$ cat src/rtl/heartbeat_gen_if.sv
// Bus between the heartbeat source and its driver.
// Carries task check-ins and controls inward, and heartbeat and miss status outward.
interface heartbeat_gen_if #(
    parameter int unsigned NUM_TASKS  = 4,
    parameter int unsigned MISS_LIMIT = 3
);
    localparam int unsigned MC_W = $clog2(MISS_LIMIT + 1);

    logic                 enable;
    logic [NUM_TASKS-1:0] task_mask;
    logic [NUM_TASKS-1:0] checkin;
    logic                 fault_clear;
    logic                 heartbeat;
    logic                 fault;
    logic [NUM_TASKS-1:0] missed_mask;
    logic [MC_W-1:0]      miss_count;

    modport master (
        output enable, task_mask, checkin, fault_clear,
        input  heartbeat, fault, missed_mask, miss_count
    );

    modport slave (
        input  enable, task_mask, checkin, fault_clear,
        output heartbeat, fault, missed_mask, miss_count
    );
endinterface

$ cat src/rtl/heartbeat_gen.sv
// Watchdog heartbeat source: emits one pulse per window in which every required
// task checked in, and latches a sticky fault after MISS_LIMIT bad windows in a row.
module heartbeat_gen #(
    parameter int unsigned NUM_TASKS     = 4,
    parameter int unsigned CNT_W         = 24,
    parameter int unsigned WINDOW_CYCLES = 5000000,
    parameter int unsigned MISS_LIMIT    = 3
) (
    input  logic            clk,
    input  logic            reset_n,
    heartbeat_gen_if.slave  bus
);
    localparam int unsigned MC_W = $clog2(MISS_LIMIT + 1);

    localparam logic [1:0] IDLE    = 2'd0;
    localparam logic [1:0] COLLECT = 2'd1;
    localparam logic [1:0] EMIT    = 2'd2;
    localparam logic [1:0] FAULT   = 2'd3;

    localparam logic [CNT_W-1:0] CNT_LAST  = CNT_W'(WINDOW_CYCLES - 1);
    localparam logic [MC_W-1:0]  MISS_MAX  = MC_W'(MISS_LIMIT);

    logic [1:0]           state,       state_nxt;
    logic [CNT_W-1:0]     cnt,         cnt_nxt;
    logic [NUM_TASKS-1:0] seen,        seen_nxt;
    logic [NUM_TASKS-1:0] req,         req_nxt;
    logic [NUM_TASKS-1:0] missed,      missed_nxt;
    logic [MC_W-1:0]      miss_cnt,    miss_cnt_nxt;
    logic                 heartbeat_r, fault_r;

    logic [NUM_TASKS-1:0] seen_now;
    logic                 win_end;
    logic                 pass;
    logic [MC_W-1:0]      miss_inc;

    // State and status registers; heartbeat/fault are decoded from the next state
    always_ff @(posedge clk or negedge reset_n) begin
        if (!reset_n) begin
            state       <= IDLE;
            cnt         <= '0;
            seen        <= '0;
            req         <= '0;
            missed      <= '0;
            miss_cnt    <= '0;
            heartbeat_r <= 1'b0;
            fault_r     <= 1'b0;
        end else begin
            state       <= state_nxt;
            cnt         <= cnt_nxt;
            seen        <= seen_nxt;
            req         <= req_nxt;
            missed      <= missed_nxt;
            miss_cnt    <= miss_cnt_nxt;
            heartbeat_r <= (state_nxt == EMIT);
            fault_r     <= (state_nxt == FAULT);
        end
    end

    // Next-state and window evaluation
    always_comb begin
        state_nxt    = state;
        cnt_nxt      = cnt;
        seen_nxt     = seen;
        req_nxt      = req;
        missed_nxt   = missed;
        miss_cnt_nxt = miss_cnt;

        seen_now = seen | bus.checkin;
        win_end  = (cnt == CNT_LAST);
        pass     = ((seen_now & req) == req);
        miss_inc = (miss_cnt == MISS_MAX) ? miss_cnt : miss_cnt + MC_W'(1);

        case (state)
            IDLE: begin
                if (bus.enable) begin
                    state_nxt = COLLECT;
                    cnt_nxt   = '0;
                    seen_nxt  = '0;
                    req_nxt   = bus.task_mask;
                end
            end
            COLLECT: begin
                if (!bus.enable) begin
                    state_nxt = IDLE;
                    cnt_nxt   = '0;
                    seen_nxt  = '0;
                end else if (win_end) begin
                    cnt_nxt  = '0;
                    seen_nxt = '0;
                    req_nxt  = bus.task_mask;
                    if (pass) begin
                        state_nxt    = EMIT;
                        miss_cnt_nxt = '0;
                    end else begin
                        missed_nxt   = req & ~seen_now;
                        miss_cnt_nxt = miss_inc;
                        if (miss_inc == MISS_MAX) begin
                            state_nxt = FAULT;
                        end
                    end
                end else begin
                    cnt_nxt  = cnt + CNT_W'(1);
                    seen_nxt = seen_now;
                end
            end
            EMIT: begin
                // EMIT is outside any window but its check-ins carry into the next one
                if (!bus.enable) begin
                    state_nxt = IDLE;
                    cnt_nxt   = '0;
                    seen_nxt  = '0;
                end else begin
                    state_nxt = COLLECT;
                    seen_nxt  = seen_now;
                end
            end
            FAULT: begin
                cnt_nxt  = '0;
                seen_nxt = '0;
                if (bus.fault_clear) begin
                    state_nxt    = IDLE;
                    miss_cnt_nxt = '0;
                    missed_nxt   = '0;
                end
            end
            default: begin
                state_nxt = IDLE;
                cnt_nxt   = '0;
                seen_nxt  = '0;
            end
        endcase
    end

    assign bus.heartbeat   = heartbeat_r;
    assign bus.fault       = fault_r;
    assign bus.missed_mask = missed;
    assign bus.miss_count  = miss_cnt;
endmodule

$ cat src/flat_wrapper.sv
// flat-port wrapper written by rule: the top's interface ports become plain ports
module heartbeat_gen_flat 
#(
    parameter int unsigned NUM_TASKS     = 4,
    parameter int unsigned CNT_W         = 24,
    parameter int unsigned WINDOW_CYCLES = 5000000,
    parameter int unsigned MISS_LIMIT    = 3
)
  (clk, reset_n, bus_enable, bus_task_mask, bus_checkin, bus_fault_clear, bus_heartbeat, bus_fault, bus_missed_mask, bus_miss_count);
  heartbeat_gen_if #(.NUM_TASKS(NUM_TASKS), .MISS_LIMIT(MISS_LIMIT)) bus_i ();
  input  logic clk;
  input  logic reset_n;
  input wire logic [$bits(bus_i.enable)-1:0] bus_enable;
  input wire logic [$bits(bus_i.task_mask)-1:0] bus_task_mask;
  input wire logic [$bits(bus_i.checkin)-1:0] bus_checkin;
  input wire logic [$bits(bus_i.fault_clear)-1:0] bus_fault_clear;
  output wire logic [$bits(bus_i.heartbeat)-1:0] bus_heartbeat;
  output wire logic [$bits(bus_i.fault)-1:0] bus_fault;
  output wire logic [$bits(bus_i.missed_mask)-1:0] bus_missed_mask;
  output wire logic [$bits(bus_i.miss_count)-1:0] bus_miss_count;
  assign bus_i.enable = bus_enable;
  assign bus_i.task_mask = bus_task_mask;
  assign bus_i.checkin = bus_checkin;
  assign bus_i.fault_clear = bus_fault_clear;
  assign bus_heartbeat = bus_i.heartbeat;
  assign bus_fault = bus_i.fault;
  assign bus_missed_mask = bus_i.missed_mask;
  assign bus_miss_count = bus_i.miss_count;
  heartbeat_gen #(.NUM_TASKS(NUM_TASKS), .CNT_W(CNT_W), .WINDOW_CYCLES(WINDOW_CYCLES), .MISS_LIMIT(MISS_LIMIT)) u_core (.clk(clk), .reset_n(reset_n), .bus(bus_i));
endmodule
$ cat config.mk
export PLATFORM = sky130hd
export DESIGN_NAME = heartbeat_gen_flat
export DESIGN_NICKNAME = d
export VERILOG_FILES = /design/src/rtl/heartbeat_gen_if.sv /design/src/rtl/heartbeat_gen.sv /design/src/flat_wrapper.sv
export SDC_FILE = /design/constraint.sdc
export NUM_CORES = 1
export LEC_CHECK = 0
export ABC_AREA = 1
export BUFFER_PORTS_ARGS = -buffer_cell sky130_fd_sc_hd__buf_2
export CORE_MARGIN = 8
export CORE_UTILIZATION = 64
export DETAILED_ROUTE_END_ITERATION = 16
export PLACE_DENSITY_LB_ADDON = 0.1
export REMOVE_ABC_BUFFERS = 1
export SLEW_MARGIN = 20
export SYNTH_ARGS = -nofsm -noshare
export SYNTH_HDL_FRONTEND = slang
export SYNTH_SLANG_ARGS = --single-unit
$ cat constraint.sdc
create_clock -name clk -period 5.07 [get_ports clk]
set_clock_uncertainty 0.1 [all_clocks]
set_input_delay 0.2535 -clock clk [delete_from_list [all_inputs] [get_ports clk]]
set_output_delay 0.2535 -clock clk [all_outputs]
set_load 0.02 [all_outputs]
==> results of run 1 <==
==> cells in the final DEF, fill, tap and decap left out <==
cell | netlist | routed
a211oi_1 | 2 | 2
a21oi_1 | 13 | 13
a22o_1 | 3 | 3
a31o_2 | 1 | 1
buf_2 | 0 | 19
clkbuf_8 | 0 | 6
clkinv_2 | 0 | 1
clkinvlp_4 | 0 | 1
dfrtp_1 | 42 | 42
ha_1 | 5 | 5
inv_1 | 39 | 39
inv_2 | 4 | 4
inv_6 | 1 | 1
nand2_1 | 75 | 75
nand2_2 | 3 | 3
nand2_4 | 2 | 2
nand3_1 | 22 | 22
nand3_2 | 2 | 2
nand4_1 | 5 | 5
nor2_1 | 48 | 48
nor2_2 | 2 | 2
nor2_4 | 2 | 2
nor3_1 | 11 | 11
nor3_2 | 1 | 1
nor4_1 | 1 | 1
o211ai_2 | 2 | 2
o21ai_0 | 9 | 9
o21ai_1 | 10 | 10
o31ai_1 | 1 | 1
or2_2 | 2 | 2
xnor2_1 | 1 | 1
xor2_1 | 5 | 5
==> flip-flops by register name (all words and copies together) (netlist names) <==
name / cells
u_core.bus.fault: 1
u_core.bus.heartbeat: 1
u_core.bus.miss_count: 2
u_core.bus.missed_mask: 4
u_core.cnt: 24
u_core.req: 4
u_core.seen: 4
u_core.state: 2
==> synth_stat cells <==
library cell,count
a211oi_1,2
a21oi_1,13
a22o_1,3
a31o_2,1
buf_4,1
dfrtp_1,42
ha_1,5
inv_1,39
inv_2,4
inv_6,1
nand2_1,75
nand2_2,3
nand2_4,2
nand3_1,22
nand3_2,2
nand4_1,5
nor2_1,48
nor2_2,2
nor2_4,2
nor3_1,11
nor3_2,1
nor4_1,1
o211ai_2,2
o21ai_0,9
o21ai_1,10
o31ai_1,1
or2_2,2
xnor2_1,1
xor2_1,5
==> final timing paths <==
check                                                              to                             startpoint  slack (ns)
worst min-delay path                        u_core.cnt[8]$_DFFE_PN0P_                                reset_n       -0.03
worst max-delay path                       u_core.cnt[22]$_DFFE_PN0P_              u_core.state[0]$_DFF_PN0_        3.10
worst min register to register  u_core.bus.missed_mask[0]$_DFFE_PN0P_  u_core.bus.missed_mask[0]$_DFFE_PN0P_        0.39
worst max register to register             u_core.cnt[22]$_DFFE_PN0P_              u_core.state[0]$_DFF_PN0_        3.10
min in group clk                            u_core.req[0]$_DFFE_PN0P_                       bus_task_mask[0]        0.09
max in group asynchronous                  u_core.cnt[21]$_DFFE_PN0P_                                reset_n        4.34
==> worst max-delay path: stages, from the launching register on <==
cell and delay (ns):
dfrtp_1 0.40, inv_1 0.11, ha_1 0.27, nand2_2 0.13, nand2_4 0.10, inv_6 0.12
nand2_4 0.08, nor2_4 0.11, nand3_2 0.10, nor2_2 0.15, nand2_1 0.06, nand2_1 0.06
inv_1 0.03, nor2_1 0.09
==> logic make-up after synthesis <==
family / Yosys count / synth area share (%)
buffers and inverters: 45 / 7.497
and+or+nand+nor: 176 / 33.05
DFF: 42 / 44.35
xor gates and xnor gates: 6 / 2.218
AOI/OAI and AO/OA: 41 / 10.24
adders and majority gates: 5 / 2.640
==> through the flow <==
stage	total power [mW]	std cells	setup slack (ns)	utilization [%]	hold WS, ns
after floorplan	0.6468	314	3.302	-	-0.1421
after global placement	0.7337	381	3.183	69.81	0.3229
after detailed placement	0.7385	381	3.124	69.81	0.3374
after CTS	0.9667	389	3.116	72.45	0.01011
after global routing	1.018	389	2.888	72.45	0.06058
final	0.9630	389	3.101	72.45	-0.02764
==> area by class of cell <==
| class | count | share of cell area, % |
|---|---|---|
| multi-input cells | 228 | 43.68 |
| flip-flops and latches | 42 | 40.23 |
| inverters | 44 | 6.513 |
| repair buffers | 19 | 3.640 |
| clock buffers | 6 | 3.161 |
| well taps | 48 | 2.299 |
| clock inverters | 2 | 0.4789 |
==> report_power, final <==
| part | leakage (nW) | internal [mW] | switching, mW |
|---|---|---|---|
| logic | 0.638 | 0.0936 | 0.215 |
| clock network | 0.0472 | 0.109 | 0.118 |
| registers | 0.570 | 0.387 | 0.0393 |
| total | 1.26 | 0.590 | 0.373 |
==> per-layer routing <==
metal	up-vias	routed length [um]
met2	56	2546
met1	932	2281
met4	0	101
li1	1058	-
met3	10	205
met5	-	0
==> flow_summary.ini, run 1 <==
[run_status]
status = finished, violations left
failed_checks = hold timing

[synthesis]
yosysTopAreaCell = dfrtp_1
netlist_area_sq_um = 2370
yosysSeqAreaShare_pct = 44.35
syn-instance-count = 315
synth_warnings = 0
synth_cell_types = 29
yosysTopAreaCellShare_pct = 44.35
synth.area.top_cells = dfrtp_1 44%, nand2_1 12%, nor2_1 7.6%, inv_1 6.2%, nand3_1 4.6%
syn_area_per_cell_sq_um = 7.523
yosys_register_bits = 42

[placement]
place_area_sq_um = 2517
io_buffer_count = 19
dp_hpwl_um = 3865
gp_congestion = 0.9237

[timing]
tns_ns = 0
period_needed_ns = 1.969
finalHoldWorstSlack_ns = -0.02764
rsz0062_at_grt = false
worstMarginPinSlew_ns = 0.8844
period_share_pct = 38.83
max_clock_freq_ghz = 0.5079
report.final.slew_viol_count = 0
max_slew_margin_pct = 41.04
hold_violations = 42
setup_viol = 0

[critical_path]
path_class = reg -> reg
worstPathArrival_ns = 2.11
critPathCaptureType = flop
worstPathRequired_ns = 5.21
rr_worst_depth = 13
start_kind = flop
worst-path-max-fanout = 10

[floorplan]
core_area_sq_um = 3606
num_rows = 22
start_util_pct = 65.72
fp.dieH_um = 76.85
die_area_sq_um = 5906
die_w_um = 76.85
ios = 20

[clock_network]
path_clk_slew_ns = 0.09
cts_htree_levels = 2
cts_sinks = 42
cts_root_buffer = clkbuf_8
numCtsBuffers = 5
worstSkewPairLatency_ns = 0.30
clock_path_buffers = 2
cts_hold_buf = 0
ctsResizeCount = 0
cts_tree = yes
post-cts-setup-buffers = 0

[global_route]
antenna_found_initial = 0
overflow = 0
gr-usage-met3_pct = 4.196
use_met2_pct = 29.91
met1_usage_pct = 21.38
grt_max_degree = 43
grt_pass1_wl_um = 8680
grt_pass1_vias = 1985
top_usage_layer = met2
grt_usage_pct = 18.02

[final_layout]
fin_area_sq_um = 2613
multiInputGateArea_sq_um = 1141
diodes = 0
syn_to_final_growth_pct = 10.24
fin_nets = 357
fillers = 311
drive_above_1_share_pct = 14.37
register_area_sq_um = 1051

[routing]
route.vias.total = 2056
routedWlPerCell_um = 13.20
drcViolationCount = 0
viasPerCell = 5.285
totalWireLength_um = 5135
drt_iter0_drc = 216
antenna_left = 0
drt-pass1-iter-count = 4

[worst_hold_path]
hold_path.class = in -> async

[pwr]
p_per_area_nw_per_um2 = 368.6
vdd_drop_max_v = 0.0003327
p_leak_nw = 1.256

[flow_run]
cap_violations = 0
(Power assumes the default switching activity.)
==> run 2: changes to the inputs <==
--- a/config.mk
+++ b/config.mk
@@ -8,7 +8,7 @@
 export ABC_AREA = 1
 export BUFFER_PORTS_ARGS = -buffer_cell sky130_fd_sc_hd__buf_2
 export CORE_MARGIN = 8
-export CORE_UTILIZATION = 64
+export CORE_UTILIZATION = 53
 export DETAILED_ROUTE_END_ITERATION = 16
 export PLACE_DENSITY_LB_ADDON = 0.1
 export REMOVE_ABC_BUFFERS = 1
==> constraint.sdc (replaced) <==
create_clock -name clk -period 1.76 [get_ports clk]
set_clock_uncertainty 0.1 [all_clocks]
set_input_delay 0.088 -clock clk [delete_from_list [all_inputs] [get_ports clk]]
set_output_delay 0.088 -clock clk [all_outputs]
set_load 0.02 [all_outputs]
==> run 2 against run 1 <==
Against the previous run: the run now ends clean; global-route usage fell by 1.6 points; critical path depth down 1; die area grew 16%; power increased to 3.3 times the previous value; sequential share of layout area shrank 7.1 points; clock power grew to 3.0 times the previous value; core utilization grew 1.0 points; worst setup slack worse by 3.1 ns; count of clock-buffer cells in the layout decreased by 1; sequential cell count unchanged; critical path type unchanged; largest cell class unchanged; largest power group is now combinational cells.
==> flow_summary.ini, run 2 (same netlist as run 1, synthesis figures left out) <==
[critical_path]
rr_worst_depth = 12
worstPathArrival_ns = 1.86
worst-path-max-fanout = 4
critPathCaptureType = flop
r2r_setup_slack_ns = 0.007
reg2reg_to = u_core.cnt[22]$_DFFE_PN0P_
worstPathRequired_ns = 1.87
start_kind = flop
r2r_start = u_core.state[1]$_DFF_PN0_
path_class = reg -> reg

[clock_network]
worstSkewPairLatency_ns = 0.31
cts_sinks = 42
path_clk_slew_ns = 0.10
cts_htree_levels = 2
clock_path_buffers = 2
cts_tree = yes
numCtsBuffers = 5
cts_root_buffer = clkbuf_8

[pwr]
combPwrFrac_pct = 40.2
fin_total_pwr_mw = 3.195
p_per_area_nw_per_um2 = 1006
pwr-share-seq_pct = 38.3
p_switching_mw = 1.264
p_int_mw = 1.931
clkPwrFrac_pct = 21.5
p_leak_nw = 1.521
vdd_drop_max_v = 0.0008298
p_sw_share_pct = 39.56

[worst_hold_path]
worstHoldStart = bus_enable
hold_path.class = in -> reg
min_to = u_core.cnt[20]$_DFFE_PN0P_
hold_path_depth = 3

[run_status]
status = completed

[timing]
period_needed_ns = 1.753
report.final.slew_viol_count = 0
rsz0062_at_grt = true
hold_violations = 0
setup_viol = 0
worstMarginPinSlew_ns = 0.4084
setup_ws_ns = 0.007019
period_share_pct = 99.60
max_clock_freq_ghz = 0.5705
finalHoldWorstSlack_ns = 0.05190
max_slew_margin_pct = 72.52

[global_route]
grt_max_degree = 43
grt_pass1_vias = 2152
overflow = 0
grt_usage_pct = 16.39
grt_pass1_wl_um = 9446
antenna_found_initial = 0

[flow_run]
cap_violations = 0

[floorplan]
num_rows = 24
start_util_pct = 54.80
fp.dieH_um = 82.87
die_area_sq_um = 6867
ios = 20
die_w_um = 82.87
core_area_sq_um = 4324

[routing]
drt_iter0_drc = 106
route.vias.total = 2287
viasPerCell = 5.151
antenna_left = 0
routedWlPerCell_um = 13.17
drcViolationCount = 0
drt-pass1-iter-count = 4
totalWireLength_um = 5849

[placement]
dp_hpwl_um = 4114
place_area_sq_um = 2790
io_buffer_count = 19
gp_congestion = 0.8995
dp_slack_ns = -0.03177
dp_cells = 419

[final_layout]
syn_to_final_growth_pct = 34.06
diodes = 0
fin_area_sq_um = 3177
fin_nets = 408
final_cell_mix = 73 x nand2_1, 42 x nor2_1, 41 x buf_4, 41 x dfrtp_1, 36 x inv_1
drive_above_1_share_pct = 28.57
fin_cells = 444
top_register = u_core.cnt
largest_reg_flops = 24
layout_commonest_cell = nand2_1
run 2: power groups by stage:
stage	registers (mW)	clock network, mW	logic, mW
after global routing	1.24	0.740	1.41
final	1.22	0.687	1.28
after global placement	1.24	0	1.02
after floorplan	1.29	0	0.570
after detailed placement	1.23	0	1.03
after CTS	1.22	0.703	1.08
run 2: how the worst max path moves through the flow:
stage          slack, ns                    endpoint                      start
3_5_place_dp       -0.03  u_core.cnt[22]$_DFFE_PN0P_  u_core.state[0]$_DFF_PN0_
2_1_floorplan     -0.008  u_core.cnt[22]$_DFFE_PN0P_  u_core.state[0]$_DFF_PN0_
4_1_cts            -0.01  u_core.cnt[17]$_DFFE_PN0P_  u_core.cnt[0]$_DFFE_PN0P_
5_1_grt             -0.1  u_core.cnt[22]$_DFFE_PN0P_  u_core.state[1]$_DFF_PN0_
6_report           0.007  u_core.cnt[22]$_DFFE_PN0P_  u_core.state[1]$_DFF_PN0_
3_3_place_gp        0.01  u_core.cnt[11]$_DFFE_PN0P_  u_core.cnt[0]$_DFFE_PN0P_
run 2: layout make-up:
type | count | area (sq um)
Inverter | 44 | 175.2
Clock buffer | 5 | 68.82
Timing Repair Buffer | 70 | 514.2
Sequential cell | 42 | 1052
Fill cell | 331 | 1147
Clock inverter | 3 | 26.28
Multi-Input combinational cell | 228 | 1275
Tap cell | 52 | 65.06
run 2: timing repair:
item	4_1_cts	5_1_grt
hold buffers	8	0
resized for setup	5	34
hold endpoints to repair	49	0
setup endpoints to repair	9	39
setup buffers	0	9
pin swaps	2	13
run 2: per-layer routing:
layer	up-vias	GRT usage (%)	share of wire, %
li1	1163	-	-
met1	1063	18.64	46
met2	52	28.29	49
met3	9	4.199	3.4
met4	0	6.869	1.7
met5	-	0	0
run 2: through the flow:
stage,TNS (ns),util [%]
2_1_floorplan,-0.008498,-
3_3_place_gp,0,64.53
3_5_place_dp,-0.06271,64.53
4_1_cts,-0.02543,69.07
5_1_grt,-0.5307,73.47
6_report,0,73.47
run 2: critical path, cell delays in order, from the launching register on:
cell,delay (ns)
dfrtp_2,0.45
inv_4,0.06
ha_4,0.17
nand2_4,0.07
nand2_4,0.08
inv_6,0.07
nand2_4,0.07
nor2_4,0.14
nand3_4,0.09
nor2_4,0.14
nand3_1,0.09
nand2_1,0.08
nor2_1,0.04
==> run 3: changes to the inputs <==
--- a/config.mk
+++ b/config.mk
@@ -6,10 +6,11 @@
 export NUM_CORES = 1
 export LEC_CHECK = 0
 export ABC_AREA = 1
-export BUFFER_PORTS_ARGS = -buffer_cell sky130_fd_sc_hd__buf_2
 export CORE_MARGIN = 8
-export CORE_UTILIZATION = 53
+export CORE_UTILIZATION = 57
 export DETAILED_ROUTE_END_ITERATION = 16
+export DONT_BUFFER_PORTS = 1
+export GPL_TIMING_DRIVEN = 0
 export PLACE_DENSITY_LB_ADDON = 0.1
 export REMOVE_ABC_BUFFERS = 1
 export SLEW_MARGIN = 20
==> run 3 against run 2 <==
Against the previous run: the run now ends with setup timing left; sequential power up 7%; worst hold slack better by 0.068 ns; critical endpoint is now u_core.cnt[16]$_DFFE_PN0P_; power up 0.61%; critical path depth down 1; sequential cell count unchanged; core utilization up 2.2 points; worst setup slack worse by 0.023 ns; design area down 4.8%; first-iteration DRC count up 41%.
==> flow_summary.ini, run 3 (same netlist as run 1, synthesis figures left out) <==
[run_status]
status = finished, violations left
failed_checks = setup timing

[critical_path]
path_cells = ha_2 > nand3_4 > nor2_4 > nand2_8 > nor2_4 > nand3_4 > nor2_4 > buf_4 > nand2_1 > nand2_1 > nor2_1
slowest_stage = dfrtp_1
r2r_start = u_core.cnt[0]$_DFFE_PN0P_
rr_worst_depth = 11
worstPathRequired_ns = 1.87
reg2reg_to = u_core.cnt[16]$_DFFE_PN0P_
worst-path-max-fanout = 4
cpMostUsedCell = nor2_4
critPathCaptureType = flop
start_kind = flop
worstPathArrival_ns = 1.88
path_class = reg -> reg
r2r_setup_slack_ns = -0.02
max_stage_delay_ns = 0.41

[routing]
drt_iter0_drc = 149
route.vias.total = 2220
viasPerCell = 5.481
routedWlPerCell_um = 14.71
drcViolationCount = 0
antenna_left = 0
drt-pass1-iter-count = 4
totalWireLength_um = 5959

[placement]
place_area_sq_um = 2425
io_buffer_count = 0
dp_cells = 364
dp_hpwl_um = 3816
gp_congestion = 0.9021

[final_layout]
top_register = u_core.cnt
fin_util_pct = 75.63
diodes = 0
drive_above_1_share_pct = 23.10
fillers = 279
largest_reg_flops = 24
fin_nets = 371
fin_area_sq_um = 3025
fin_cells = 405
final_cell_mix = 70 x nand2_1, 42 x nor2_1, 37 x dfrtp_1, 34 x inv_1, 21 x buf_4
layout_commonest_cell = nand2_1
multiInputGateArea_sq_um = 1329
syn_to_final_growth_pct = 27.67
register_area_sq_um = 1057

[worst_hold_path]
hold_path.class = in -> reg
worstHoldStart = bus_enable
hold_path_depth = 5
min_to = u_core.cnt[3]$_DFFE_PN0P_

[global_route]
antenna_found_initial = 0
grt_pass1_vias = 2162
grt_pass1_wl_um = 9853
overflow = 0
grt_max_degree = 43
grt_usage_pct = 19.35

[clock_network]
numCtsBuffers = 5
cts_root_buffer = clkbuf_8
cts_htree_levels = 2
clock_path_buffers = 2
worstSkewPairLatency_ns = 0.30
cts_sinks = 42
cts_tree = yes
path_clk_slew_ns = 0.09

[floorplan]
ios = 20
die_w_um = 80.48
die_area_sq_um = 6477
fp.dieH_um = 80.48
start_util_pct = 59.24
num_rows = 23
core_area_sq_um = 4000

[pwr]
fin_total_pwr_mw = 3.214
p_per_area_nw_per_um2 = 1062
p_leak_nw = 1.339
vdd_drop_max_v = 0.0008403

[timing]
report.final.slew_viol_count = 0
setup_ws_ns = -0.01584
hold_violations = 0
period_needed_ns = 1.776
rsz0062_at_grt = true
max_slew_margin_pct = 75.59
setup_viol = 3
finalHoldWorstSlack_ns = 0.1196
period_share_pct = 100.9
worstMarginPinSlew_ns = 0.3648
max_clock_freq_ghz = 0.5631

[flow_run]
cap_violations = 0
run 3: changes by cell type in the layout (fill, tap and decap cells not counted), sizes merged:
cell / delta
clkbuf: +1
clkinvlp: +1
bufinv: +1
buf: -39
inv: -3
dlygate4sd3: +2
run 3: per-stage QoR:
step                      setup slack (ns)   TNS (ns)
after detailed placement           -0.3107     -3.136
final                             -0.01584   -0.03234
after CTS                         -0.04419   -0.07031
after global routing               -0.1408     -1.721
after floorplan                  -0.008498  -0.008498
after global placement             -0.2860     -2.872
run 3: how the worst max path moves through the flow:
stage	startpoint	to	slack, ns	depth (start not counted)
after floorplan	u_core.state[0]$_DFF_PN0_	u_core.cnt[22]$_DFFE_PN0P_	-0.008	13
after global placement	u_core.state[0]$_DFF_PN0_	u_core.cnt[22]$_DFFE_PN0P_	-0.29	13
after detailed placement	u_core.state[0]$_DFF_PN0_	u_core.cnt[22]$_DFFE_PN0P_	-0.31	13
after CTS	u_core.state[1]$_DFF_PN0_	u_core.cnt[22]$_DFFE_PN0P_	-0.04	13
after global routing	u_core.cnt[0]$_DFFE_PN0P_	u_core.bus.fault$_DFF_PN0_	-0.14	10
final	u_core.cnt[0]$_DFFE_PN0P_	u_core.cnt[16]$_DFFE_PN0P_	-0.02	11
run 3: cell type report:
class,instances,share of cell area (%)
sequential,42,34.95
clock buffer,6,2.399
inverter,44,5.873
tap,50,2.068
multi-input combinational,228,43.92
clock inverter,2,1.241
timing repair buffer,33,9.553
run 3: worst max-delay path, delay by kind of cell, from the launching register on:
kind / cells / cell delay, ns
flip-flops: 1 / 0.41
adder cells (fa/ha/maj): 1 / 0.24
buffers and inverters: 1 / 0.12
AND/OR/NAND/NOR: 9 / 0.81
run 3: routing by layer:
metal | global-route usage, % | wire length, um | vias to the layer above
met2 | 32.96 | 3059 | 68
met4 | 9.091 | 162 | 0
met5 | 0 | 0 | -
met1 | 21.81 | 2437 | 1044
li1 | - | - | 1093
met3 | 5.246 | 300 | 15
run 3: report_power, final:
group | switching (mW) | internal (mW) | leakage [nW]
logic | 0.697 | 0.431 | 0.725
clock network | 0.350 | 0.423 | 0.0514
registers | 0.198 | 1.11 | 0.562
run 3: what timing repair did:
action | in CTS | in global routing
endpoints found under the setup margin | 30 | 40
endpoints found under the hold margin | 55 | 0
pin swaps | 7 | 15
setup buffers | 9 | 13
gates resized for setup | 22 | 32
hold buffers | 11 | 0
